`src/rtl/fetch_pkg.sv`:
```
// Shared types and constants for the instruction fetch sequencer.
package fetch_pkg;

    localparam int XLEN = 32;
    localparam logic [XLEN-1:0] PC_STEP = 32'd4;

    typedef enum logic [1:0] {
        IDLE  = 2'd0,
        FETCH = 2'd1,
        ERROR = 2'd2
    } fetch_state_t;

endpackage

```
`src/rtl/fetch_perf_counter.sv`:
```
// Free-running 32-bit event counter that wraps at 2^32.
module fetch_perf_counter
    import fetch_pkg::*;
(
    input  logic            clk,
    input  logic            rst,
    input  logic            inc,
    output logic [XLEN-1:0] count
);

    always_ff @(posedge clk or posedge rst) begin
        if (rst) begin
            count <= '0;
        end else if (inc) begin
            count <= count + XLEN'(1);
        end
    end

endmodule

```
`src/rtl/fetch_sequencer.sv`:
```
// Front-end fetch sequencer: addresses a 1-cycle synchronous instruction memory and
// hands the returned word to decode. fetch_valid/fetch_ready: a word transfers on any edge where both are high.
module fetch_sequencer
    import fetch_pkg::*;
#(
    parameter logic [XLEN-1:0] RESET_PC = 32'h0000_0000
) (
    input  logic            clk,
    input  logic            rst,
    input  logic            start,
    input  logic            halt,
    input  logic            redirect_valid,
    input  logic [XLEN-1:0] redirect_pc,
    output logic [XLEN-1:0] current_pc,
    input  logic [XLEN-1:0] instruction,
    output logic            fetch_valid,
    input  logic            fetch_ready,
    output logic [XLEN-1:0] fetch_instr,
    output logic [XLEN-1:0] fetch_pc,
    output logic            misalign_err,
    output logic [XLEN-1:0] fetch_count,
    output logic [XLEN-1:0] stall_count,
    output logic [1:0]      state_dbg
);

    fetch_state_t    state;
    fetch_state_t    state_next;
    logic [XLEN-1:0] pc_q;
    logic [XLEN-1:0] addr_next;
    logic            valid_q;
    logic            valid_next;
    logic            err_set;
    logic            in_fetch;

    // pc_q always tracks the address the memory sampled, so instruction == imem[pc_q].
    always_comb begin
        state_next = state;
        addr_next  = pc_q;
        valid_next = 1'b0;
        err_set    = 1'b0;
        case (state)
            IDLE: begin
                if (start) begin
                    state_next = FETCH;
                    valid_next = 1'b1;
                end
            end
            FETCH: begin
                valid_next = 1'b1;
                if (halt) begin
                    state_next = IDLE;
                    valid_next = 1'b0;
                end else if (redirect_valid) begin
                    if (redirect_pc[1:0] == 2'b00) begin
                        addr_next = redirect_pc;
                    end else begin
                        state_next = ERROR;
                        valid_next = 1'b0;
                        err_set    = 1'b1;
                    end
                end else if (fetch_ready) begin
                    addr_next = pc_q + PC_STEP;
                end
            end
            default: begin
                state_next = state;
            end
        endcase
    end

    always_ff @(posedge clk or posedge rst) begin
        if (rst) begin
            state        <= IDLE;
            pc_q         <= RESET_PC;
            valid_q      <= 1'b0;
            misalign_err <= 1'b0;
        end else begin
            state   <= state_next;
            pc_q    <= addr_next;
            valid_q <= valid_next;
            if (err_set) begin
                misalign_err <= 1'b1;
            end
        end
    end

    assign current_pc  = addr_next;
    assign fetch_pc    = pc_q;
    assign fetch_valid = valid_q;
    assign fetch_instr = instruction;
    assign state_dbg   = state;
    assign in_fetch    = (state == FETCH) && valid_q;

    fetch_perf_counter u_fetch_counter (
        .clk   (clk),
        .rst   (rst),
        .inc   (in_fetch && fetch_ready),
        .count (fetch_count)
    );

    fetch_perf_counter u_stall_counter (
        .clk   (clk),
        .rst   (rst),
        .inc   (in_fetch && !fetch_ready),
        .count (stall_count)
    );

endmodule
```
`config.mk`:
```
export PLATFORM = sky130hd
export DESIGN_NAME = fetch_sequencer
export DESIGN_NICKNAME = d
export VERILOG_FILES = /design/src/rtl/fetch_pkg.sv /design/src/rtl/fetch_perf_counter.sv /design/src/rtl/fetch_sequencer.sv
export SDC_FILE = /design/constraint.sdc
export NUM_CORES = 1
export LEC_CHECK = 0
export ABC_AREA = 1
export BUFFER_PORTS_ARGS = -buffer_cell sky130_fd_sc_hd__buf_4
export CELL_PAD_IN_SITES_DETAIL_PLACEMENT = 0
export CELL_PAD_IN_SITES_GLOBAL_PLACEMENT = 1
export CORE_AREA = 3 3 143 159
export CTS_CLUSTER_DIAMETER = 200
export DETAILED_ROUTE_END_ITERATION = 16
export DIE_AREA = 0 0 146 162
export PLACE_DENSITY = 0.75
export SYNTH_ARGS = -nofsm -noshare
export SYNTH_HDL_FRONTEND = slang
export SYNTH_SLANG_ARGS = --single-unit
```
`constraint.sdc`:
```
create_clock -name clk -period 6.3 [get_ports clk]
set_input_delay 0.315 -clock clk [delete_from_list [all_inputs] [get_ports clk]]
set_output_delay 0.315 -clock clk [all_outputs]
set_load 0.01 [all_outputs]
```
# Yosys cells after proc, flatten, opt, wreduce, memory -nomap -nowiden
# Index checks and enable logic that the tools add are counted.
# classes
n_addsub	3
eq_ne	4
n_mux	19
reduce_logical	8
# op_table
op	n
two-way mux 32 bit	5
adder 32 x 1 -> 32 bit, second input constant	2
adder 32 x 3 -> 32 bit, second input constant	1
two-way mux 1 bit	8
two-way mux 2 bit	4
!= test 3 bit, second input constant	2
zero test 2 bit	2
one-hot mux 2 bit (2 select lines)	1
AND reduction 4 bit	1
logical AND 1 bit	3
== test 2 x 1 -> 1 bit, second input constant	1
!= test 2 bit, second input constant	1
one-hot mux 1 bit (2 select lines)	1
nonzero test 2 bit	1
zero test 1 bit	1
# totals
reg_bits	100
word_cells	40

# Longest topological paths before layout
# depth
word_depth	5
ltp_mapped	10

# Cells and area by module
# A second synthesis with hierarchy kept.
# unflattened
hier_cells	833
area_unflattened_um2	6272.3
# modules_own_cells
mod	n_inst	cells_per_inst	area_each_um2
fetch_sequencer	1	419	2819.0
fetch_perf_counter (u_fetch_counter)	1	207	1730.4
fetch_perf_counter (u_stall_counter)	1	207	1722.9

# Least setup slack after synthesis
# No wires, ideal clock.
# synth_timing
path_kind	reg-to-output
from	register pc_q[2] (netlist: fetch_pc[2])
to	output current_pc[24]
arrival_ns	1.579
slack_ns	4.406
stages_incl_launch_ff	10
n_path_buf	0
cell_sequence	dfrtp_1 > ha_1 > nand2_1 > nor2_1 > nand2_1 > nor2_1 > nand3_1 > nor2_1 > nand3_1 > nand3_1
# synth_via
elab_chain_cells	5
# synth_lines
item	line_no	rtl
start, declared	fetch_sequencer.sv:28	logic [XLEN-1:0] pc_q;
start signal, assigned	fetch_sequencer.sv:79	pc_q <= addr_next;
adder 32 x 3 -> 32 bit	fetch_sequencer.sv:62	addr_next = pc_q + PC_STEP;
two-way mux 32 bit	fetch_sequencer.sv:61	end else if (fetch_ready) begin
two-way mux 32 bit	fetch_sequencer.sv:53	end else if (redirect_valid) begin
two-way mux 32 bit	fetch_sequencer.sv:50	if (halt) begin
two-way mux 32 bit	fetch_sequencer.sv:41	case (state)
end, declared	fetch_sequencer.sv:14	output logic [XLEN-1:0] current_pc,
# No other way between the ends.

# Worst setup path after layout
# layout_timing
from	register pc_q[9] (netlist: fetch_pc[9])
to	output current_pc[24]
# Same word-level chain as after synthesis.

==> summary.txt <==
Run status
  • Status: complete, but fails checks
  • Failing checks: hold timing

Critical path
  • Max FO, Critical Path: 5
  • Crit path kind: reg2out
  • Critical path origin: fetch_pc[9]
  • Req. time, crit path: 5.98 ns
  • Worst Path Arrival: 2.49 ns
  • R2r setup slk: 3.70 ns
  • Worst R2R End: u_stall_counter.count[6]
  • Worst setup EP type: output port
  • CP startpoint kind: flip-flop
  • R2R depth: 7
  • R2R Path Start: state_dbg[1]
  • Crit path to: current_pc[24]

Cells and area
  • FILL cells: 2325
  • Share of cells above drive strength 1: 18.9%
  • Nets: 1135
  • Post-synthesis to final-layout area growth: 25.7%
  • Commonest non-fill, non-tap cell in the layout: nand2_1
  • Finished Core Util: 37.7%
  • Most frequent cells in the layout: nand2_1 (273), buf_4 (172), nor2_1 (127)
  • Antenna Diode Count: 0

Clock tree
  • Total CTS buffers: 9
  • Hold_buf cts: 0
  • Root buffer selected by CTS: clkbuf_16
  • Setup Buffers After CTS: 0
  • CTS clk-pin slew, worst paths: 0.08 ns
  • Clock Sinks: 100
  • Worst skew pair latency: 0.36 ns
  • CTS Buffer Depth: 2
  • TritonCTS clock tree: built
  • H-tree depth: 3
  • CTS resizes: 0

Timing
  • Fmax: 0.356 GHz
  • Fin crit share: 44.6%
  • Max transition margin: 37.9%
  • Max Slew Vio Count: 0
  • Final setup fails: 0
  • Final Hold Viols: 12
  • Tmin final: 2.81 ns
  • Worst-case hold slack: -0.00520 ns
  • TNS Setup: 0 ns
  • Setup Skew: 0.0140 ns
  • Unrepaired setup endpoints after global routing: no
  • Worst Tran Pin Value: 0.929 ns

Placed design
  • Port Buffers: 169
  • Routability cong.: 0.845
  • Post-DP HPWL: 15.5 mm

Synthesis
  • Synth Area in Compound Gates: 6.65%
  • Post-synth EDFFs: 0
  • Largest family of logic cells by synthesized area: simple AND/OR/NAND/NOR gates
  • Synth Area in XOR/XNOR: 5.91%
  • Post-synthesis sequential area ratio: 39.3%
  • Top_reg_cell synth: dfrtp_1
  • Cell Area, Synth: 0.00637 sq mm
  • Yosys warning count: 0
  • Async set-reset flop share out of synthesis: 100%
  • Post-synthesis cell count: 922
  • Register bit count reported by yosys: 100
  • Syn_area_per_cell: 6.91 sq um
  • Mapped Nets: 995
  • Post-synthesis mux area share: 0%
  • Post-synthesis simple-gate area fraction: 35.8%
  • Yosys cell types: 39
  • Post-synthesis adder-cell area fraction: 0.589%

Pwr
  • Net Sw Frac: 26.1%
  • PD cells: 162 mW/mm^2
  • Internal power: 957 uW
  • Clock network power share: 42.3%
  • Reg power frac: 50.8%
  • Leak: 4.06 nW
  • Combinational share of power: 6.9%
  • Switch Pwr: 338 uW
  • Peak VDD IR: 119 uV

Routing
  • Via count: 6252
  • WL per Instance: 14.8 microns
  • Initial DRT Pass Iterations: 5
  • Drc violations: 0
  • Drt total wl: 20.1 mm
  • Vias/cell: 4.61
  • Antenna-violating nets left: 0
  • Starting DRC count in detailed routing: 325

GRT
  • Number of global-route vias before repair: 6206
  • GRT Residual Overflow: 0
  • Pin count of the biggest net entering global routing: 63
  • Gr usage total: 17.1%
  • Initial antenna violation count: 0
  • First-pass GRT wire length: 32.9 mm

Floorplanning
  • Rows: 56
  • Die Wd: 146 microns
  • Die area: 0.0237 sq mm
  • Die height: 162 microns
  • Core area: 0.0212 sq mm
  • Initial core utilization: 30.0%
  • Top-level I/O count: 234

Job
  • Max-Cap Viols: 0

Hold path
  • HP Class: in2async
## stage by stage
step / worst slack [ns] / total power [mW] / instance area (sq um) / std cells / hold slack (ns)
final: 3.49 / 1.30 / 8010 / 1356 / -0.00520
after global routing: 3.28 / 1.35 / 8010 / 1356 / 0.0329
after CTS: 3.50 / 1.31 / 8010 / 1356 / 0.0118
after detailed placement: 3.62 / 0.762 / 7740 / 1341 / 0.398
after global placement: 3.69 / 0.762 / 7740 / 1341 / 0.398
after floorplan: 3.37 / 0.729 / 6370 / 922 / 0.495
## cell usage after synthesis (3+ instances only)
| master | number | area (sq um) |
|---|---|---|
| inv_1 | 118 | 443 |
| dfrtp_1 | 100 | 2500 |
| nor2_4 | 3 | 33.8 |
| clkbuf_1 | 7 | 26.3 |
| nand3b_1 | 7 | 52.6 |
| buf_4 | 32 | 240 |
| and3_1 | 4 | 25.0 |
| nand3_1 | 73 | 365 |
| nand2_1 | 273 | 1020 |
| nor3_1 | 21 | 105 |
| xor2_1 | 29 | 254 |
| ha_1 | 3 | 37.5 |
| xnor2_1 | 14 | 123 |
| o221ai_1 | 4 | 35.0 |
| o21ai_0 | 41 | 205 |
| nor2_2 | 3 | 18.8 |
| nor2_1 | 127 | 477 |
| nand4_1 | 14 | 87.6 |
| a21oi_1 | 24 | 120 |
## sequential cells by signal (all words and copies together), names as in the netlist
| name | cells |
|---|---|
| u_fetch_counter.count | 32 |
| fetch_pc | 32 |
| state_dbg | 2 |
| fetch_valid | 1 |
| misalign_err | 1 |
| u_stall_counter.count | 32 |
## power groups by stage
stage               Combinational (mW)  Sequential, mW  Clock [mW]
floorplan                       0.0576           0.671           0
global placement                0.0915           0.671           0
detailed placement              0.0918           0.671           0
CTS                             0.0922           0.658       0.565
global route                     0.101           0.659       0.592
finish                          0.0898           0.658       0.548
## cell families after synthesis
group           after synthesis
simple gates                534
buf+inv                     164
flops                       100
compound gates               78
xor+xnor                     43
fa+ha+maj                     3
## worst min-delay path by stage
stage,startpoint,end,slack [ns],cells past startpoint
floorplan,halt,misalign_err,0.50,3
global placement,rst,u_fetch_counter.count[31],0.40,2
detailed placement,rst,u_fetch_counter.count[31],0.40,2
CTS,rst,u_stall_counter.count[20],0.01,2
global route,rst,u_fetch_counter.count[18],0.03,2
finish,rst,u_stall_counter.count[11],-0.005,2
## worst max-delay path, cell delays in order (launching register included)
cell,delay (ns)
dfrtp_1,0.49
nand2_1,0.14
nor2_1,0.29
nand2_1,0.11
nor2_1,0.31
nand3_1,0.14
nor2_1,0.28
nand3_1,0.11
nand3_1,0.13
buf_4,0.13
## routing by layer
layer	track usage [%]	part of all wire [%]	vias to the layer above
met5	0	0	-
met4	6.20	2.6	0
met3	4.13	6.8	28
met2	28.4	46	194
met1	21.9	45	2874
li1	-	-	3156
## layout make-up
class,count,area (sq um),share of cell area (%)
Clock buffer,9,225,2.81
Clock inverter,6,48.8,0.609
Inverter,121,459,5.73
Multi-Input combinational cell,658,3120,39.0
Sequential cell,100,2500,31.2
Tap cell,290,363,4.53
Timing Repair Buffer,172,1290,16.1
Note: power is estimated with default switching activity, not from simulation.
